==> src/rtl/wb_arbiter.sv <==
// Writeback arbiter: ALU vs. 2-entry load FIFO onto one register-file write port.
// Optional WB_LD_BYPASS_EN lets a lone load skip the FIFO when nothing else competes.
module wb_arbiter #(
  parameter int unsigned STARVE_LIMIT = 2
) (
  input  logic        clk,
  input  logic        reset,
  input  logic        alu_valid,
  input  logic [4:0]  alu_rd,
  input  logic [31:0] alu_data,
  output logic        alu_stall,
  input  logic        ld_valid,
  input  logic [4:0]  ld_rd,
  input  logic [31:0] ld_data,
  input  logic [2:0]  ld_type,
  output logic        ld_ready,
  output logic [2:0]  rf_rwe,
  output logic [4:0]  rf_addr,
  output logic [31:0] rf_data,
  output logic [31:0] pending_mask
);

  localparam int unsigned CNT_W = (STARVE_LIMIT < 1) ? 1 : $clog2(STARVE_LIMIT + 1);

  typedef struct packed {
    logic [4:0]  rd;
    logic [31:0] data;
    logic [2:0]  typ;
  } ld_entry_t;

  ld_entry_t          fifo_q [2];
  ld_entry_t          fifo_d [2];
  logic [1:0]         count_q, count_d;
  logic [CNT_W-1:0]   starve_cnt_q, starve_cnt_d;
  logic [2:0]         rf_rwe_q, rf_rwe_d;
  logic [4:0]         rf_addr_q, rf_addr_d;
  logic [31:0]        rf_data_q, rf_data_d;
  logic [31:0]        pending_mask_q, pending_mask_d;

  logic fifo_empty, force_ld, push, do_push, pop, alu_gnt, byp_gnt;

  // Write code for a load: x0 and undefined type codes suppress the write
  function automatic logic [2:0] ld_code(input logic [4:0] rd, input logic [2:0] typ);
    if (rd == 5'd0 || typ == 3'd0 || typ > 3'd5) return 3'd0;
    return typ;
  endfunction

  assign fifo_empty = (count_q == 2'd0);
  assign force_ld   = !fifo_empty && (starve_cnt_q == CNT_W'(STARVE_LIMIT));
  assign ld_ready   = ~reset & (count_q != 2'd2);
  assign alu_stall  = ~reset & alu_valid & force_ld;

  always_comb begin
    fifo_d         = fifo_q;
    count_d        = count_q;
    starve_cnt_d   = starve_cnt_q;
    rf_rwe_d       = 3'd0;
    rf_addr_d      = 5'd0;
    rf_data_d      = 32'd0;
    pending_mask_d = 32'd0;
    pop            = 1'b0;
    alu_gnt        = 1'b0;
    byp_gnt        = 1'b0;
    push           = ld_valid & (count_q != 2'd2);

    if (force_ld)        pop = 1'b1;
    else if (alu_valid)  alu_gnt = 1'b1;
    else if (!fifo_empty) pop = 1'b1;
`ifdef WB_LD_BYPASS_EN
    else if (ld_valid)   byp_gnt = 1'b1;
`endif

    do_push = push & ~byp_gnt;

    if (alu_gnt) begin
      rf_rwe_d  = (alu_rd == 5'd0) ? 3'd0 : 3'd1;
      rf_addr_d = alu_rd;
      rf_data_d = alu_data;
    end else if (pop) begin
      rf_rwe_d  = ld_code(fifo_q[0].rd, fifo_q[0].typ);
      rf_addr_d = fifo_q[0].rd;
      rf_data_d = fifo_q[0].data;
    end else if (byp_gnt) begin
      rf_rwe_d  = ld_code(ld_rd, ld_type);
      rf_addr_d = ld_rd;
      rf_data_d = ld_data;
    end

    // Starvation counter only tracks ALU wins over a waiting load
    if (fifo_empty || pop)
      starve_cnt_d = '0;
    else if (alu_gnt && starve_cnt_q != CNT_W'(STARVE_LIMIT))
      starve_cnt_d = starve_cnt_q + CNT_W'(1);

    // Head is always slot 0; a pop shifts slot 1 down before the push lands
    if (pop) fifo_d[0] = fifo_q[1];
    if (do_push) begin
      if (count_q == 2'(pop)) fifo_d[0] = '{rd: ld_rd, data: ld_data, typ: ld_type};
      else                    fifo_d[1] = '{rd: ld_rd, data: ld_data, typ: ld_type};
    end
    count_d = count_q + 2'(do_push) - 2'(pop);

    for (int i = 0; i < 2; i++) begin
      if (2'(i) < count_d && fifo_d[i].rd != 5'd0)
        pending_mask_d[fifo_d[i].rd] = 1'b1;
    end
  end

  always_ff @(posedge clk) begin
    if (reset) begin
      fifo_q[0]      <= '0;
      fifo_q[1]      <= '0;
      count_q        <= 2'd0;
      starve_cnt_q   <= '0;
      rf_rwe_q       <= 3'd0;
      rf_addr_q      <= 5'd0;
      rf_data_q      <= 32'd0;
      pending_mask_q <= 32'd0;
    end else begin
      fifo_q         <= fifo_d;
      count_q        <= count_d;
      starve_cnt_q   <= starve_cnt_d;
      rf_rwe_q       <= rf_rwe_d;
      rf_addr_q      <= rf_addr_d;
      rf_data_q      <= rf_data_d;
      pending_mask_q <= pending_mask_d;
    end
  end

  assign rf_rwe       = rf_rwe_q;
  assign rf_addr      = rf_addr_q;
  assign rf_data      = rf_data_q;
  assign pending_mask = pending_mask_q;

endmodule

==> config.mk <==
export PLATFORM = sky130hd
export DESIGN_NAME = wb_arbiter
export DESIGN_NICKNAME = d
export VERILOG_FILES = /design/src/rtl/wb_arbiter.sv
export SDC_FILE = /design/constraint.sdc
export NUM_CORES = 1
export LEC_CHECK = 0
export ABC_AREA = 1
export BUFFER_PORTS_ARGS = -buffer_cell sky130_fd_sc_hd__clkbuf_2
export CAP_MARGIN = 20
export CORE_MARGIN = 2
export CORE_UTILIZATION = 49
export CTS_BUF_LIST = sky130_fd_sc_hd__clkbuf_2 sky130_fd_sc_hd__clkbuf_4 sky130_fd_sc_hd__clkbuf_8
export DETAILED_ROUTE_END_ITERATION = 7
export PLACE_DENSITY = 0.86
export SLEW_MARGIN = 20
export SYNTH_ARGS = -nofsm -noshare
export SYNTH_HDL_FRONTEND = slang
export SYNTH_SLANG_ARGS = --single-unit
==> constraint.sdc <==
create_clock -name clk -period 2.8 [get_ports clk]
set_input_delay 0.28 -clock clk [delete_from_list [all_inputs] [get_ports clk]]
set_output_delay 0.28 -clock clk [all_outputs]
set_load 0.02 [all_outputs]
==> results.py <==
metrics = {
    "run_status": {
        "status": "finished clean",
    },
    "setup_path": {
        "arrival_ns": 2.84,
        "worst-path-max-fanout": 6,
        "cp-end-kind": "register",
        "required_ns": 3.19,
        "critPathLaunchType": "register",
        "crit_type": "reg -> reg",
    },
    "synthesis": {
        "syn-num-nets": 925,
        "syn_area_per_cell_um2": 7.38,
        "syn_area_um2": 6210,
        "syn-instance-count": 842,
        "ys_warn_count": 0,
        "yosysSeqAreaShare": 0.503,
        "ys_types": 33,
        "ys_ff_latch": 156,
    },
    "global_routing": {
        "antenna_found_initial": 0,
        "grt_overflow": 0,
        "track_usage": 0.232,
        "grt_max_degree": 70,
        "grt_pass1_vias": 5356,
        "grt_pass1_wl_mm": 24.9,
    },
    "drt": {
        "wl_per_cell_um": 13.4,
        "drtAntennaViolNets": 0,
        "drt-vias-per-instance": 5.16,
        "wl_mm": 15.6,
        "routed.top_layer": "met4",
        "met2_length_mm": 7.26,
        "m1WireLength_mm": 6.81,
        "wl_met3_mm": 1.03,
        "detail_route.drc_violations": 0,
        "drt_iter0_drc": 670,
        "vias": 6012,
        "detail_route.first_pass.iterations": 5,
    },
    "floorplanning": {
        "ioPinCount": 155,
        "core_area_um2": 12500,
        "dieArea_um2": 13600,
        "die_x_um": 117,
        "start_util": 0.497,
        "rows": 41,
        "die_h_um": 117,
    },
    "cts": {
        "ctsHtreeMaxLevel": 4,
        "ctsHoldBuffers": 0,
        "cts.sinks": 156,
        "clk_latency_ns": 0.45,
        "cts_root_buf": "clkbuf_8",
        "clk_pin_slew_worst_paths_ns": 0.09,
        "cts_resized": 0,
        "cts_buffer_depth": 2,
        "postCtsSetupRepairBufs": 0,
        "cts_tree": "done",
        "cts_buffers": 17,
    },
    "sta": {
        "hold_viol_final": 0,
        "rsz0062_at_grt": "false",
        "setup_viol": 0,
        "finClkSkew_ns": 0.0108,
        "tightest_slew_ns": 0.782,
        "final_max_slew_viol_count": 0,
        "max_freq_mhz": 408,
        "max_slew_margin": 0.479,
        "min_period_over_period": 0.876,
        "min_period_ns": 2.45,
        "fin_setup_tns_ns": 0,
    },
    "placed_design": {
        "numPortBuffers": 154,
        "gp_congestion": 0.981,
        "dp.cells": 1133,
        "place_hpwl_mm": 10.7,
    },
    "power": {
        "powerDensity_nw_per_um2": 923,
        "p_leak_uw": 0.00335,
        "vdd_drop_max_mv": 0.447,
    },
    "layout": {
        "mostFrequentLayoutCell": "nand2_1",
        "drive_above_1_share": 0.236,
        "fin_cells": 1165,
        "n_antenna_cell": 0,
        "area_growth_pct": 21.2,
        "nets": 1063,
        "final_cell_mix": "194 x nand2_1, 176 x nor2_1, 156 x dfxtp_1",
    },
    "hold_path": {
        "hold_path.class": "in -> reg",
    },
    "flow_run": {
        "cap_violations": 0,
    },
}
==> synth_stat cells (all sizes together) <==
master	count	area [um^2]
nor4	1	6.26
a31oi	23	144
nand4	10	62.6
dfxtp	156	3120
nor2	183	731
inv	41	156
conb	1	3.75
o21ai	72	383
xnor2	1	8.76
nor3	3	25.0
clkinv	1	3.75
nand2	204	811
buf	8	47.6
o22ai	3	18.8
clkbuf	40	150
a21oi	46	230
ha	2	25.0
a311oi	12	105
nand3	35	180
==> layer usage <==
metal / vias up / GRT usage
met2: 246 / 0.368
li1: 3008 / -
met3: 47 / 0.0503
met1: 2711 / 0.304
met5: - / 0
met4: 0 / 0.111
==> power breakdown <==
group / switching [uW] / internal, uW / total (uW)
combinational: 1670 / 648 / 2320
clock: 841 / 936 / 1780
sequential: 203 / 2650 / 2850
==> through the flow <==
step                      setup WS (ns)   util  instance area [um^2]  power [uW]  hold WS [ns]
after global placement            0.530  0.567                  7100        5120         0.403
after floorplan                  0.0606      -                  6210        4570         0.393
after detailed placement          0.415  0.567                  7100        5180         0.409
after global routing             0.0416  0.602                  7530        7390        0.0390
after CTS                         0.374  0.602                  7530        6960        0.0191
final                             0.348  0.602                  7530        6950        0.0442
==> critical path, stage by stage (launching register included) <==
cell and delay [ns]:
dfxtp_1 0.34, inv_1 0.05, ha_1 0.18, inv_1 0.06, nand2_1 0.09, nand2_4 0.10
inv_4 0.04, nand2_1 0.07, nand2_1 0.07, ha_1 0.19, xnor2_1 0.17, nand3_1 0.13
nand2_1 0.17, inv_2 0.08, nor2_4 0.18, nand3_1 0.19, nor2_1 0.14, nor2_1 0.06
nor2_1 0.07
==> flip-flops by register name, summed over array words and instances (netlist names) <==
register / flops
rf_addr: 5
count_q: 2
starve_cnt_q: 2
rf_rwe: 3
rf_data: 32
pending_mask: 32
fifo_q: 80
==> final cells by class <==
class	instances	area [um^2]
flip-flops and latches	156	3120
clock inverters	12	164
well taps	172	215
multi-input cells	596	2740
clock buffers	20	263
inverters	42	160
fillers	1139	4990
repair buffers	167	868
==> path summary, 6_finish.rpt <==
kind | cells after the start | endpoint | start | slack, ns
hold reg to reg | 1 | starve_cnt_q[0] | starve_cnt_q[0] | 0.42
setup reg to reg | 18 | pending_mask[20] | starve_cnt_q[0] | 0.35
hold / removal | 3 | rf_data[28] | alu_data[28] | 0.04
setup / recovery | 18 | pending_mask[20] | starve_cnt_q[0] | 0.35
==> logic make-up after synthesis <==
group,synth area share
simple gates,0.292
compound gates,0.142
flops,0.503
buf+inv,0.0576
fa+ha+maj,0.00403
xor+xnor,0.00141
other cells,0.000603
(Power assumes the default switching activity.)
